### src/rtl/fwft_fifo_to_standard_fifo_pkg.sv
// Shared FIFO adapter definitions: latency bound and delay-line flag record.
// Used by both the FWFT-to-standard and standard-to-FWFT converters.
package fifo_pkg;

   localparam int FIFO_READ_LATENCY_MAX = 8;

   typedef struct packed {
      logic accept;
      logic reject;
   } stage_flags_t;

   function automatic int cnt_width(input int lat);
      return $clog2(lat + 1);
   endfunction

   function automatic bit lat_legal(input int lat);
      return (lat >= 1) && (lat <= FIFO_READ_LATENCY_MAX);
   endfunction

endpackage

### src/rtl/fwft_fifo_to_standard_fifo_if.sv
// Read-side bundle: FWFT FIFO port on one side, standard-FIFO consumer
// port on the other.
interface fwft_fifo_to_standard_fifo_if
   import fifo_pkg::*;
#(
   parameter int DATA_WIDTH   = 8,
   parameter int READ_LATENCY = 2
);

   localparam int CNT_W = cnt_width(READ_LATENCY);

   logic [DATA_WIDTH-1:0] fwft_dout;
   logic                  fwft_empty;
   logic                  fwft_rd_en;
   logic                  rd_en;
   logic                  empty;
   logic [DATA_WIDTH-1:0] dout;
   logic                  valid;
   logic                  underflow;
   logic [CNT_W-1:0]      in_flight;

   modport slave (
      input  fwft_dout,
      input  fwft_empty,
      input  rd_en,
      output fwft_rd_en,
      output empty,
      output dout,
      output valid,
      output underflow,
      output in_flight
   );

   modport master (
      output fwft_dout,
      output fwft_empty,
      output rd_en,
      input  fwft_rd_en,
      input  empty,
      input  dout,
      input  valid,
      input  underflow,
      input  in_flight
   );

endinterface

### src/rtl/fwft_fifo_to_standard_fifo_pipe_delay.sv
// Fixed-depth shift register; every stage cleared by synchronous reset.
// No enable: all stages advance every cycle.
module pipe_delay #(
   parameter int WIDTH = 8,
   parameter int DEPTH = 2
) (
   input  logic             i_clk,
   input  logic             i_rst,
   input  logic [WIDTH-1:0] i_d,
   output logic [WIDTH-1:0] o_q
);

   logic [DEPTH-1:0][WIDTH-1:0] r_q;

   always_ff @(posedge i_clk) begin
      if (i_rst) begin
         r_q <= '0;
      end else begin
         r_q[0] <= i_d;
         for (int i = 1; i < DEPTH; i++) begin
            r_q[i] <= r_q[i-1];
         end
      end
   end

   assign o_q = r_q[DEPTH-1];

endmodule

### src/rtl/fwft_fifo_to_standard_fifo.sv
// Converts an FWFT read port into a standard-FIFO read port whose data
// arrives a fixed READ_LATENCY cycles after rd_en.
module fwft_fifo_to_standard_fifo
   import fifo_pkg::*;
#(
   parameter int DATA_WIDTH   = 8,
   parameter int READ_LATENCY = 2
) (
   input  logic                         clk,
   input  logic                         rst,
   fwft_fifo_to_standard_fifo_if.slave  bus
);

   localparam int CNT_W = cnt_width(READ_LATENCY);

   typedef struct packed {
      stage_flags_t          flags;
      logic [DATA_WIDTH-1:0] data;
   } stage_t;

   localparam int STAGE_W = $bits(stage_t);

   if (!lat_legal(READ_LATENCY)) begin : g_bad_latency
      $error("READ_LATENCY must be within 1..%0d", FIFO_READ_LATENCY_MAX);
   end

   logic                  w_accept;
   logic                  w_reject;
   logic                  w_fire;
   logic                  w_late_reject;
   stage_t                w_stage_in;
   stage_t                w_stage_out;
   logic [STAGE_W-1:0]    w_pipe_q;
   logic [DATA_WIDTH-1:0] r_dout;
   logic [CNT_W-1:0]      r_in_flight;

   assign w_accept = bus.rd_en & ~bus.fwft_empty & ~rst;
   assign w_reject = bus.rd_en &  bus.fwft_empty & ~rst;

   always_comb begin
      w_stage_in              = '0;
      w_stage_in.flags.accept = w_accept;
      w_stage_in.flags.reject = w_reject;
      w_stage_in.data         = w_accept ? bus.fwft_dout : '0;
   end

   pipe_delay #(
      .WIDTH (STAGE_W),
      .DEPTH (READ_LATENCY)
   ) u_pipe (
      .i_clk (clk),
      .i_rst (rst),
      .i_d   (w_stage_in),
      .o_q   (w_pipe_q)
   );

   assign w_stage_out = w_pipe_q;

   // Words still in the line during reset are dropped, never presented.
   assign w_fire        = w_stage_out.flags.accept & ~rst;
   assign w_late_reject = w_stage_out.flags.reject & ~rst;

   always_ff @(posedge clk) begin
      if (rst) begin
         r_dout <= '0;
      end else if (w_fire) begin
         r_dout <= w_stage_out.data;
      end
   end

   always_ff @(posedge clk) begin
      if (rst) begin
         r_in_flight <= '0;
      end else begin
         unique case (1'b1)
            w_accept & ~w_fire: r_in_flight <= r_in_flight + CNT_W'(1);
            w_fire & ~w_accept: r_in_flight <= r_in_flight - CNT_W'(1);
            default:            r_in_flight <= r_in_flight;
         endcase
      end
   end

   assert property (@(posedge clk) disable iff (rst)
      !(w_accept && !w_fire && r_in_flight == CNT_W'(READ_LATENCY)));

   assert property (@(posedge clk) disable iff (rst)
      !(w_fire && !w_accept && r_in_flight == '0));

   assign bus.fwft_rd_en = w_accept;
   assign bus.empty      = bus.fwft_empty;
   assign bus.valid      = w_fire;
   assign bus.underflow  = w_late_reject;
   assign bus.dout       = w_fire ? w_stage_out.data : r_dout;
   assign bus.in_flight  = r_in_flight;

endmodule
### src/flat_wrapper.sv
// flat-port wrapper written by rule: the top's interface ports become plain ports
module fwft_fifo_to_standard_fifo_flat import fifo_pkg::*;
#(
   parameter int DATA_WIDTH   = 8,
   parameter int READ_LATENCY = 2
)
  (clk, rst, bus_fwft_dout, bus_fwft_empty, bus_rd_en, bus_fwft_rd_en, bus_empty, bus_dout, bus_valid, bus_underflow, bus_in_flight);
  fwft_fifo_to_standard_fifo_if #(.DATA_WIDTH(DATA_WIDTH), .READ_LATENCY(READ_LATENCY)) bus_i ();
  input  logic clk;
  input  logic rst;
  input wire logic [$bits(bus_i.fwft_dout)-1:0] bus_fwft_dout;
  input wire logic [$bits(bus_i.fwft_empty)-1:0] bus_fwft_empty;
  input wire logic [$bits(bus_i.rd_en)-1:0] bus_rd_en;
  output wire logic [$bits(bus_i.fwft_rd_en)-1:0] bus_fwft_rd_en;
  output wire logic [$bits(bus_i.empty)-1:0] bus_empty;
  output wire logic [$bits(bus_i.dout)-1:0] bus_dout;
  output wire logic [$bits(bus_i.valid)-1:0] bus_valid;
  output wire logic [$bits(bus_i.underflow)-1:0] bus_underflow;
  output wire logic [$bits(bus_i.in_flight)-1:0] bus_in_flight;
  assign bus_i.fwft_dout = bus_fwft_dout;
  assign bus_i.fwft_empty = bus_fwft_empty;
  assign bus_i.rd_en = bus_rd_en;
  assign bus_fwft_rd_en = bus_i.fwft_rd_en;
  assign bus_empty = bus_i.empty;
  assign bus_dout = bus_i.dout;
  assign bus_valid = bus_i.valid;
  assign bus_underflow = bus_i.underflow;
  assign bus_in_flight = bus_i.in_flight;
  fwft_fifo_to_standard_fifo #(.DATA_WIDTH(DATA_WIDTH), .READ_LATENCY(READ_LATENCY)) u_core (.clk(clk), .rst(rst), .bus(bus_i));
endmodule
### config.mk
export PLATFORM = sky130hd
export DESIGN_NAME = fwft_fifo_to_standard_fifo_flat
export DESIGN_NICKNAME = d
export VERILOG_FILES = /design/src/rtl/fwft_fifo_to_standard_fifo_pkg.sv /design/src/rtl/fwft_fifo_to_standard_fifo_if.sv /design/src/rtl/fwft_fifo_to_standard_fifo_pipe_delay.sv /design/src/rtl/fwft_fifo_to_standard_fifo.sv /design/src/flat_wrapper.sv
export SDC_FILE = /design/constraint.sdc
export NUM_CORES = 1
export LEC_CHECK = 0
export ABC_AREA = 1
export CAP_MARGIN = 30
export CORE_ASPECT_RATIO = 0.75
export CORE_UTILIZATION = 42
export DETAILED_ROUTE_END_ITERATION = 16
export GPL_TIMING_DRIVEN = 0
export PLACE_DENSITY = 0.69
export SLEW_MARGIN = 40
export SYNTH_ARGS = -nofsm -noshare
export SYNTH_HDL_FRONTEND = slang
export SYNTH_SLANG_ARGS = --single-unit
### constraint.sdc
create_clock -name clk -period 1.25 [get_ports clk]
set_input_delay 0.25 -clock clk [delete_from_list [all_inputs] [get_ports clk]]
set_output_delay 0.25 -clock clk [all_outputs]
set_load 0.03 [all_outputs]
Word-level counts from Yosys, hierarchy flattened
Index checks and enable logic that the tools add are counted.
{"block": "op_classes", "addsub": 2, "mux": 2, "bitwise": 12, "reduce_logical": 2}
{"cell": "AND 1 bit", "count": 8}
{"cell": "two-way mux 8 bit", "count": 1}
{"cell": "inverter 1 bit", "count": 4}
{"cell": "one-hot mux 2 bit (2 select lines)", "count": 1}
{"cell": "adder 2 x 1 -> 2 bit, second input constant", "count": 1}
{"cell": "nonzero test 2 bit", "count": 1}
{"cell": "OR reduction 2 bit", "count": 1}
{"cell": "subtractor 2 x 1 -> 2 bit, second input constant", "count": 1}
{"block": "totals", "regBits": 30, "in_bits": 12, "output_inout_bits": 14, "word_cells": 23}

Longest topological paths before layout
Gate-level depths: netlist (run 1).
{"block": "logic_depth", "depth_word": 6, "ltp_mapped": 10, "mapped_depth_nobuf": 9}

By module
From an unflattened synthesis (run 1), not the netlist that was laid out.
{"block": "unflattened", "cells_unflattened": 166, "area_unflattened_um2": 1248.7}
{"mod": "pipe_delay", "instances": 1, "cells_per_inst": 72, "area_each_um2": 648.1, "seq_area_each_um2": 400.4}
{"mod": "fwft_fifo_to_standard_fifo", "instances": 1, "cells_per_inst": 94, "area_each_um2": 600.6, "seq_area_each_um2": 200.2}

Least setup slack after synthesis (run 1)
Ideal clock, no wire load.
{"block": "synth_timing", "kind": "register -> register", "from": "reg u_core.u_pipe.r_q (netlist bit u_core.u_pipe.o_q[9])", "to": "reg u_core.r_in_flight[1] (netlist: u_core.bus.in_flight[1])", "t_arrival_ps": 1388, "slack_ps": -202, "stages_incl_launch_ff": 10, "n_path_buf": 1, "synth_period_minus_slack_ps": 1452, "path_cell_list": "dfxtp_1 nand2_4 buf_6 inv_1 ha_1 inv_1 nand2_1 nor2_1 nor2_1 nor2_1"}
{"block": "synth_via", "elab_chain_cells": 4, "elab_cells_between_ends": 6, "cone_classes": "1 x mux; 4 x bitwise; 1 x reduce/logical"}
{"item": "from (decl)", "line": "fwft_fifo_to_standard_fifo_pipe_delay.sv:13", "rtl": "logic [DEPTH-1:0][WIDTH-1:0] r_q;"}
{"item": "from (signal, indexed assignment)", "line": "fwft_fifo_to_standard_fifo_pipe_delay.sv:21", "rtl": "r_q[i] <= r_q[i-1];"}
{"item": "AND 1 bit *", "line": "fwft_fifo_to_standard_fifo.sv:60", "rtl": "assign w_fire = w_stage_out.flags.accept & ~rst;"}
{"item": "named net bus_valid", "line": "flat_wrapper.sv:17", "rtl": "output wire logic [$bits(bus_i.valid)-1:0] bus_valid;"}
{"item": "inverter 1 bit", "line": "fwft_fifo_to_standard_fifo.sv:76", "rtl": "w_accept & ~w_fire: r_in_flight <= r_in_flight + CNT_W'(1);"}
{"item": "AND 1 bit", "line": "fwft_fifo_to_standard_fifo.sv:76"}
{"item": "one-hot mux 2 bit (2 select lines) / nonzero test 2 bit (equally long branches)"}
{"item": "to (signal assigned)", "line": "fwft_fifo_to_standard_fifo.sv:76"}
{"item": "to (signal assigned)", "line": "fwft_fifo_to_standard_fifo.sv:77", "rtl": "w_fire & ~w_accept: r_in_flight <= r_in_flight - CNT_W'(1);"}
{"item": "to (signal assigned)", "line": "fwft_fifo_to_standard_fifo.sv:78", "rtl": "default: r_in_flight <= r_in_flight;"}
{"item": "to (decl)", "line": "fwft_fifo_to_standard_fifo.sv:35", "rtl": "logic [CNT_W-1:0] r_in_flight;"}
Mark *: on every way through the listed nets, which the timed path passes. The rest lies on a longest branch.
A chain may end at the register's enable or synchronous reset.

Worst setup path after layout (run 1)
{"block": "layout_timing", "from": "reg u_core.u_pipe.r_q (netlist bit u_core.u_pipe.o_q[9])", "to": "out bus_dout[2]"}
{"block": "layout_via", "elab_chain_cells": 2}
{"item": "AND 1 bit", "line": "fwft_fifo_to_standard_fifo.sv:60"}
{"item": "two-way mux 8 bit", "line": "fwft_fifo_to_standard_fifo.sv:93", "rtl": "assign bus.dout = w_fire ? w_stage_out.data : r_dout;"}
{"item": "to (decl)", "line": "flat_wrapper.sv:16", "rtl": "output wire logic [$bits(bus_i.dout)-1:0] bus_dout;"}
Every way passes these cells.

==> reports/results.ini, run 1 <==
[route]
ant_nets=0
vias=875
routedWlPerCell_um=10.32
finalWirelength_um=2230
first_iter_violations=33
vias_per_cell=4.051
firstDrtPassIters=4
route.detailed.drc=0

[power_and_ir_drop]
max-vdd-ir-drop_v=0.0006151
swShare=0.2419
pwr_density_cell_nw_per_um2=1099
internal_power_w=0.001361
leakage_nw=0.8362
clockPowerShare=0.321
pwr-share-comb=0.127
p_switching_w=0.0004343
pwr-share-seq=0.553

[grt]
grt_pass1_vias=755
grt_max_degree=11
grt.overflow.total=0
grtUsageTotal=0.1771
antenna_found_initial=0
grt_pass1_wl_um=3222

[final_layout]
antenna_cells=0
multi_input_area_um2=356.6
area_delta_synth_final_pct=54.37
regArea_um2=603.1
drive_gt1_frac=0.3791
n_fill_cell=196
final_cells=216
layout.nets=194

[hold_path]
hold_depth=3
worstHoldStart=bus_fwft_empty
whs_endpoint=u_core.u_pipe.r_q[8]$_SDFF_PP0_
hp-class=primary input to flip-flop

[status]
violations=negative setup slack
status=finished with violations

[floorplan]
row_count=15
initial_utilization=0.4512
die_area_um2=2727
io_pins=26
dieHeight_um=45.48
die_w_um=59.97
core_region_area_um2=2346

[timing]
worst_slack_ns=-0.2434
period_share=1.195
setup_viol=11
fin_skew_ns=0.01085
tightest_slew_ns=0.3055
report.final.slew_viol_count=0
min_period_ns=1.493
final-hold-violation-count=0
maxSlewHeadroom=0.7972
rsz0062_at_grt=true
holdWs_ns=0.2616
max_freq_mhz=669.6

[synthesis]
yosysWarnings=0
ys_seq_elements=30
syn_inst=137
syn_nets=150
syn_area_per_cell_um2=7.726
ys_seq_area_frac=0.5674
syn_area_um2=1059
synth_cell_types=18

[critical_path]
worst_r2r_startpoint=u_core.u_pipe.o_q[9]$_SDFF_PP0_
crit_type=flip-flop to output port
path_max_fanout=5
cp-end-kind=output port
startpoint_type=flip-flop
required_ns=1.00
arrival_ns=1.24
r2r_cells=9
r2r_end=u_core.bus.in_flight[1]$_SDFFE_PP0P_
rrSetupSlack_ns=-0.12

[clock_network]
postCtsHoldBufs=0
htreeDepth=2
cts_root_buffer=clkbuf_4
cts_buffer_depth=2
cts_tree=done
clk_pin_slew_worst_paths_ns=0.09
cts_buffers=5
clock-sinks=30
worst_skew_pair.late_latency_ns=0.32

[placed_design]
io_buffers=25
place_inst=196
gp_congestion=0.6717

[job]
maxCapViolCount=0

placed cells by master, fill, tap and decap left out, drive strengths merged:
master / instances
nand2: 14
nand4: 1
clkinvlp: 1
a21oi: 1
clkinv: 1
ha: 1
buf: 29
clkbuf: 9
dfxtp: 30
nand3: 1
o21ai: 9
inv: 42
clkdlybuf4s50: 8
clkdlybuf4s15: 1
nor2: 32
dlygate4sd2: 2
stage by stage:
stage	setup WS, ns	area [µm²]	power, W	TNS [ns]	util
final	-0.2434	1634	0.001795	-2.153	0.6965
after global routing	-0.3111	1634	0.001877	-2.864	0.6965
after CTS	-0.2513	1595	0.001790	-2.260	0.6800
after global placement	-0.9329	1369	0.001187	-14.04	0.5835
after floorplan	-0.1343	1076	0.001111	-0.2416	-
after detailed placement	-0.9357	1369	0.001192	-14.41	0.5835
flip-flops by register name, indices dropped and copies added (netlist names):
name,cells
u_core.u_pipe.r_q,10
u_core.r_dout,8
u_core.u_pipe.o_q,10
u_core.bus.in_flight,2
kinds of logic (layout without fill, tap and decap cells):
group	count (synthesis)	count (layout)	synth area share
AND/OR/NAND/NOR	48	48	0.1832
AO/OA/AOI/OAI	10	10	0.05437
flip-flops	30	30	0.5674
adder cells (fa/ha/maj)	1	1	0.01182
buffers and inverters	48	93	0.1832
synthesized netlist by cell type:
master    number  area (µm²)
nand2_4        1       11.26
nand4_1        1       6.260
o21ai_2        2       17.52
nor2_1        31       116.4
buf_2          2       10.01
nand3_1        1       5.000
a21oi_1        1       5.000
nand2_1       13       48.80
inv_1         40       150.1
o21ai_0        1       5.000
inv_2          3       11.26
buf_6          1       11.26
clkbuf_1       1       3.750
dfxtp_1       30       600.6
ha_1           1       12.51
buf_4          1       7.510
nor2_2         1       6.260
o21ai_1        6       30.03
power by group through the flow:
stage               logic [W]  clock network [W]  registers (W)
floorplan           0.0000953                  0        0.00102
global placement     0.000177                  0        0.00101
detailed placement   0.000181                  0        0.00101
CTS                  0.000210           0.000589       0.000990
global route         0.000244           0.000638       0.000995
finish               0.000228           0.000576       0.000992
metal layers:
layer  up-vias  track usage  wire [µm]
li1        468            -          -
met1       370       0.1857        929
met2        28       0.2911       1110
met3         9      0.08807        137
met4         0       0.1023         51
met5         -            0          0
layout make-up:
| cell class | count | area share |
|---|---|---|
| plain buffers | 5 | 0.02680 |
| clock buffers | 7 | 0.03369 |
| clock inverters | 1 | 0.003063 |
| inverters | 43 | 0.1026 |
| multi-input cells | 59 | 0.2182 |
| flip-flops and latches | 30 | 0.3691 |
| well taps | 34 | 0.02603 |
| repair buffers | 37 | 0.2205 |
worst max-delay path, cell delays in order, from the launching register on:
cell     delay [ns]
dfxtp_2        0.35
nand2_4        0.08
buf_16         0.16
o21ai_2        0.14
inv_1          0.06
buf_6          0.13
worst max-delay path by stage:
stage	startpoint	to	cells after the start
3_3_place_gp	rst	bus_dout[5]	7
2_1_floorplan	u_core.u_pipe.o_q[9]$_SDFF_PP0_	u_core.bus.in_flight[1]$_SDFFE_PP0P_	9
6_report	u_core.u_pipe.o_q[9]$_SDFF_PP0_	bus_dout[2]	5
3_5_place_dp	rst	bus_dout[4]	7
5_1_grt	u_core.u_pipe.o_q[9]$_SDFF_PP0_	bus_dout[2]	5
4_1_cts	u_core.u_pipe.o_q[9]$_SDFF_PP0_	bus_dout[7]	5
what timing repair did:
| action | CTS | global route |
|---|---|---|
| endpoints found under the setup margin | 16 | 16 |
| cloned | 1 | 0 |
| pin swaps | 3 | 9 |
| gates resized for setup | 110 | 14 |
| setup buffers | 8 | 3 |
Power figures use the tool's default switching activity.
==> run 2: changes to the inputs <==
--- a/config.mk
+++ b/config.mk
@@ -7,7 +7,7 @@
 export LEC_CHECK = 0
 export ABC_AREA = 1
 export CAP_MARGIN = 30
-export CORE_ASPECT_RATIO = 0.75
+export CORE_ASPECT_RATIO = 0.9
 export CORE_UTILIZATION = 42
 export DETAILED_ROUTE_END_ITERATION = 16
 export GPL_TIMING_DRIVEN = 0
==> run 2 against run 1 <==
Against the previous run: the run still ends with negative setup slack left; largest power group unchanged; first-iteration DRC count decreased by 85%; register-to-register slack improved by 0.04 ns; sequential cell count unchanged; clock power increased by 0.9%; critical endpoint unchanged; largest cell class unchanged; wire length decreased by 7.7%; combinational power about the same; highest routed layer unchanged; global-route usage increased by 1.3 points; final area increased by 0.46%.
==> reports/results.ini, run 2 (synthesis results as in run 1) <==
[status]
status=finished with violations
violations=negative setup slack

[timing]
report.final.slew_viol_count=0
max_freq_mhz=675.8
maxSlewHeadroom=0.8040
tightest_slew_ns=0.2951
holdWs_ns=0.2235
setup_viol=11
period_share=1.184
final-hold-violation-count=0
rsz0062_at_grt=true
fin_skew_ns=0.005764
worst_slack_ns=-0.2297
min_period_ns=1.480

[route]
route.detailed.drc=0
vias_per_cell=4.171
firstDrtPassIters=3
vias=855
first_iter_violations=5
ant_nets=0
finalWirelength_um=2059
routedWlPerCell_um=10.04

[power_and_ir_drop]
max-vdd-ir-drop_v=0.0008067
p_switching_w=0.0004401
leakage_nw=0.8128
clockPowerShare=0.323
pwr-share-comb=0.125
pwr_density_cell_nw_per_um2=1096
pwr-share-seq=0.552
internal_power_w=0.001358
swShare=0.2447

[clock_network]
cts_buffer_depth=2
postCtsHoldBufs=0
clk_pin_slew_worst_paths_ns=0.09
worst_skew_pair.late_latency_ns=0.32
cts_root_buffer=clkbuf_4
clock-sinks=30
cts_tree=done
htreeDepth=2
cts_buffers=5

[critical_path]
path_cells=nand2_4 -> buf_16 -> o21ai_4 -> inv_2 -> buf_6
arrival_ns=1.23
cp_slowest_stage_delay_ns=0.35
path_delay_family=flip-flops
crit_type=flip-flop to output port
worst-path-buf-inv=3
cp-end-kind=output port
path_max_fanout=5
startpoint_type=flip-flop
required_ns=1.00
cp_slowest_cell=dfxtp_2

[floorplan]
die_area_um2=2725
io_pins=26
die_w_um=54.92
initial_utilization=0.4638
row_count=16
dieHeight_um=49.63
core_region_area_um2=2282

[final_layout]
layout.nets=190
n_fill_cell=189
mostFrequentLayoutCells=inv_1, nor2_1, dfxtp_1
drive_gt1_frac=0.4045
fin_util=0.7193
area_delta_synth_final_pct=55.08
final_common_cell=inv_1
antenna_cells=0
fin_area_um2=1642
final_cells=205

[job]
maxCapViolCount=0

[placed_design]
place_hpwl_um=1248
placed_area_um2=1360
place_inst=189
io_buffers=25
gp_congestion=0.7704
dp_slack_ns=-0.9300

[grt]
grt_max_degree=11
grt_pass1_wl_um=3519
grt.overflow.total=0
grtUsageTotal=0.1898
grt_pass1_vias=855
antenna_found_initial=0

[hold_path]
hp-class=primary input to flip-flop

## run 2: changes by cell type in the layout (fill, tap and decap cells not counted), sizes merged
cell    previous run  this run
buf               29        26
clkbuf             9         8
## run 2: final cells by class
cell class	instances	area [µm²]	area share
Sequential cell	30	604.3	0.3681
Multi-Input combinational cell	59	399.1	0.2431
Timing Repair Buffer	33	330.3	0.2012
Inverter	43	170.2	0.1037
Clock buffer	7	55.05	0.03354
Buffer	5	43.79	0.02668
Tap cell	27	33.78	0.02058
Clock inverter	1	5.005	0.003049
## run 2: worst paths after layout
| check | start | to | slack (ns) | cells past startpoint |
|---|---|---|---|---|
| setup / recovery | u_core.u_pipe.o_q[9]$_SDFF_PP0_ | bus_dout[2] | -0.23 | 5 |
| hold / removal | rst | u_core.bus.in_flight[0]$_SDFFE_PP0P_ | 0.22 | 4 |
| setup reg to reg | u_core.u_pipe.o_q[9]$_SDFF_PP0_ | u_core.bus.in_flight[1]$_SDFFE_PP0P_ | -0.08 | 9 |
| hold reg to reg | u_core.u_pipe.r_q[8]$_SDFF_PP0_ | u_core.u_pipe.o_q[8]$_SDFF_PP0_ | 0.40 | 2 |
## run 2: worst register-to-register path: stages (launching register included)
cell and delay [ns]:
dfxtp_2 0.34, nand2_4 0.10, buf_16 0.15, clkinvlp_4 0.11, ha_4 0.28, inv_4 0.04, nand2_1 0.05, nor2_1 0.04
nor2_1 0.08, nor2_1 0.04
## run 2: repair_timing
item | in CTS | in global routing
resized for setup | 114 | 26
pin swaps | 3 | 4
setup buffers | 6 | 1
cloned | 1 | 0
endpoints found under the setup margin | 16 | 16
## run 2: power by group through the flow
stage | combinational (W) | sequential (W) | clock, W
global route | 0.000246 | 0.000996 | 0.000645
finish | 0.000226 | 0.000992 | 0.000581
CTS | 0.000211 | 0.000990 | 0.000596
global placement | 0.000178 | 0.00101 | 0
floorplan | 0.0000953 | 0.00102 | 0
detailed placement | 0.000182 | 0.00101 | 0
## run 2: per-layer routing
layer  GRT usage  wire, µm  vias up
li1            -         -      460
met1      0.1869       857      367
met2      0.3273      1056       24
met3     0.09259       121        4
met4     0.07500        23        0
met5           0         0        -
## run 2: metrics by stage
| step | TNS (ns) | power [W] |
|---|---|---|
| after global placement | -14.17 | 0.001189 |
| after detailed placement | -14.63 | 0.001193 |
| after CTS | -2.243 | 0.001797 |
| after global routing | -2.795 | 0.001887 |
| final | -2.060 | 0.001798 |
| after floorplan | -0.2416 | 0.001111 |
==> run 3: changes to the inputs <==
--- a/config.mk
+++ b/config.mk
@@ -5,13 +5,12 @@
 export SDC_FILE = /design/constraint.sdc
 export NUM_CORES = 1
 export LEC_CHECK = 0
-export ABC_AREA = 1
 export CAP_MARGIN = 30
 export CORE_ASPECT_RATIO = 0.9
-export CORE_UTILIZATION = 42
+export CORE_UTILIZATION = 38
 export DETAILED_ROUTE_END_ITERATION = 16
 export GPL_TIMING_DRIVEN = 0
-export PLACE_DENSITY = 0.69
+export PLACE_DENSITY = 0.63
 export SLEW_MARGIN = 40
 export SYNTH_ARGS = -nofsm -noshare
 export SYNTH_HDL_FRONTEND = slang
==> run 3 against run 2 <==
Against the previous run: the run still ends with negative setup slack left; critical path type unchanged; largest power group unchanged; maximum frequency down 7.5%; clock-buffer cell count down 1; first-iteration DRC count rose to 3.2 times the previous value; synthesized cell count down 33%; final area down 4.0%; clock skew about the same; final cell count down 17%; area after synthesis up 1.9%; die area up 12%; via count down 15%.
==> reports/results.ini, run 3 <==
[route]
vias=723
vias_per_cell=4.253
first_iter_violations=16
routedWlPerCell_um=11.26
finalWirelength_um=1914
route.detailed.drc=0
firstDrtPassIters=2
ant_nets=0

[placed_design]
place_hpwl_um=1158
io_buffers=25
gp_congestion=0.6410
placed_area_um2=1410
place_inst=155

[power_and_ir_drop]
pwr_density_cell_nw_per_um2=1208
max-vdd-ir-drop_v=0.0009571
leakage_nw=0.6832

[floorplan]
initial_utilization=0.4191
die_w_um=58.16
core_region_area_um2=2574
dieHeight_um=52.54
row_count=17
io_pins=26
die_area_um2=3055

[clock_network]
cts_buffers=5
clock-sinks=30
cts_root_buffer=clkbuf_4
htreeDepth=2
worst_skew_pair.late_latency_ns=0.32
cts_tree=done
clk_pin_slew_worst_paths_ns=0.08
postCtsHoldBufs=0
cts_buffer_depth=2

[synthesis]
syn_inst=92
syn_area_per_cell_um2=11.72
synth_compound_area_frac=0.009281
synth_cell_types=20
yosysMostFrequentCell=dfxtp_1
synth_commonest_cells=dfxtp_1, nor2b_1, nor2_1
ys_seq_elements=30
syn_area_um2=1079
synth_top_cell_by_area=dfxtp_1
yosys-top-cells-area=dfxtp_1, mux2_4, mux2i_1, nor2b_1, and2_1
synthXorXnorAreaFrac=0.01624
async_reset_ff_frac=0
yosysWarnings=0
syn_nets=105
synth-edff-count=0
synth_simple_gate_area_share=0.1787
synth-main-ff-cell=dfxtp_1
muxShareOfSynthArea=0.1856
synth_fa_ha_area_frac=0.01160
synth_top_family_by_area=multiplexers
ys_seq_area_frac=0.5568
yosysTopAreaCellShare=0.5568

[critical_path]
cp-end-kind=output port
path_cells=nand2b_4 -> clkbuf_16 -> mux2_4 -> buf_6
worst_r2r_startpoint=u_core.u_pipe.o_q[9]$_SDFF_PP0_
r2r_end=u_core.bus.in_flight[1]$_SDFFE_PP0P_
crit_type=flip-flop to output port
rrSetupSlack_ns=-0.25
required_ns=1.00
startpoint_type=flip-flop
cp_slowest_cell=dfxtp_2
path_max_fanout=4
r2r_cells=6
cp_slowest_stage_delay_ns=0.36
arrival_ns=1.35

[final_layout]
drive_gt1_frac=0.3788
antenna_cells=0
regArea_um2=601.8
mostFrequentLayoutCells=dfxtp_1, nor2b_1, nor2_1, buf_4, buf_6
area_delta_synth_final_pct=46.06
fin_util=0.6121
fin_area_um2=1575
final_cells=170
final_common_cell=dfxtp_1
multi_input_area_um2=469.2
layout.nets=145
n_fill_cell=221

[timing]
final-hold-violation-count=0
fin_skew_ns=0.006212
rsz0062_at_grt=true
tightest_slew_ns=0.4951
period_share=1.280
min_period_ns=1.600
maxSlewHeadroom=0.6699
worst_slack_ns=-0.3504
report.final.slew_viol_count=0
setup_viol=11
max_freq_mhz=624.8
fin_setup_tns_ns=-3.139

[status]
status=finished with violations
violations=negative setup slack

[grt]
grt_use_met2=0.2529
grt_pass1_wl_um=3160
grtUsageTotal=0.1477
grt_max_degree=11
grt_pass1_vias=682
antenna_found_initial=0
grt.overflow.total=0
grt_use_met3=0.05185
busiest_layer=met2
grtUsageMet1=0.1543

[hold_path]
hp-class=primary input to flip-flop
whs_endpoint=u_core.u_pipe.r_q[8]$_SDFF_PP0_
hold_depth=3
worstHoldStart=bus_rd_en

[job]
maxCapViolCount=0

## run 3: cell types whose count changed after synthesis, moves of 11 or more
| cell | before | now |
|---|---|---|
| nor2b_1 | 0 | 11 |
| inv_1 | 40 | 2 |
| nand2_1 | 13 | 1 |
| nor2_1 | 31 | 10 |
## run 3: worst max path at each step
stage | from | endpoint | cells after the start
floorplan | u_core.u_pipe.o_q[9]$_SDFF_PP0_ | u_core.bus.in_flight[1]$_SDFFE_PP0P_ | 7
global placement | rst | bus_dout[3] | 5
detailed placement | rst | bus_dout[5] | 5
CTS | u_core.u_pipe.o_q[9]$_SDFF_PP0_ | bus_dout[3] | 5
global route | u_core.u_pipe.o_q[9]$_SDFF_PP0_ | bus_dout[0] | 4
finish | u_core.u_pipe.o_q[9]$_SDFF_PP0_ | bus_dout[0] | 4
## run 3: layer usage
metal / vias up / share of wire
met5: - / 0
met4: 0 / 0.020
met3: 5 / 0.046
met2: 16 / 0.54
met1: 323 / 0.39
li1: 379 / -
## run 3: where the power goes
group          total, W  internal [W]  leakage (nW)  switching (W)
clock network  0.000772      0.000465        0.0443       0.000306
logic          0.000148     0.0000830         0.395      0.0000648
registers      0.000983      0.000974         0.244     0.00000897
## run 3: through the flow
stage / total power [W] / hold slack [ns] / setup slack (ns)
global placement: 0.001139 / 0.4194 / -1.168
global route: 0.001982 / 0.1630 / -0.3941
CTS: 0.001919 / 0.1930 / -0.4176
floorplan: 0.001074 / 0.3216 / -0.4102
finish: 0.001903 / 0.1565 / -0.3504
detailed placement: 0.001141 / 0.4204 / -1.169
## run 3: cells by family (layout without fill, tap and decap cells)
group	count (synthesis)	in the layout
fa+ha+maj	1	1
xor+xnor	2	2
buf+inv	7	47
simple gates	34	34
mux	16	16
compound gates	2	2
flops	30	30
## run 3: critical path, delay by kind of cell, from the launching register on
| family | cells | cell delay (ns) |
|---|---|---|
| muxes | 1 | 0.29 |
| DFF | 1 | 0.36 |
| and+or+nand+nor | 1 | 0.08 |
| buffers and inverters | 2 | 0.30 |
## run 3: final cells by class
cell class,count,area share
flip-flops and latches,30,0.3820
repair buffers,34,0.2025
plain buffers,4,0.02859
well taps,38,0.03018
multi-input cells,55,0.2979
clock inverters,1,0.01906
inverters,2,0.007149
clock buffers,6,0.03257
## run 3: repair_timing
item,CTS,global route
endpoints found under the setup margin,20,15
cloned,0,1
pin swaps,1,1
resized for setup,98,8
setup buffers,6,2
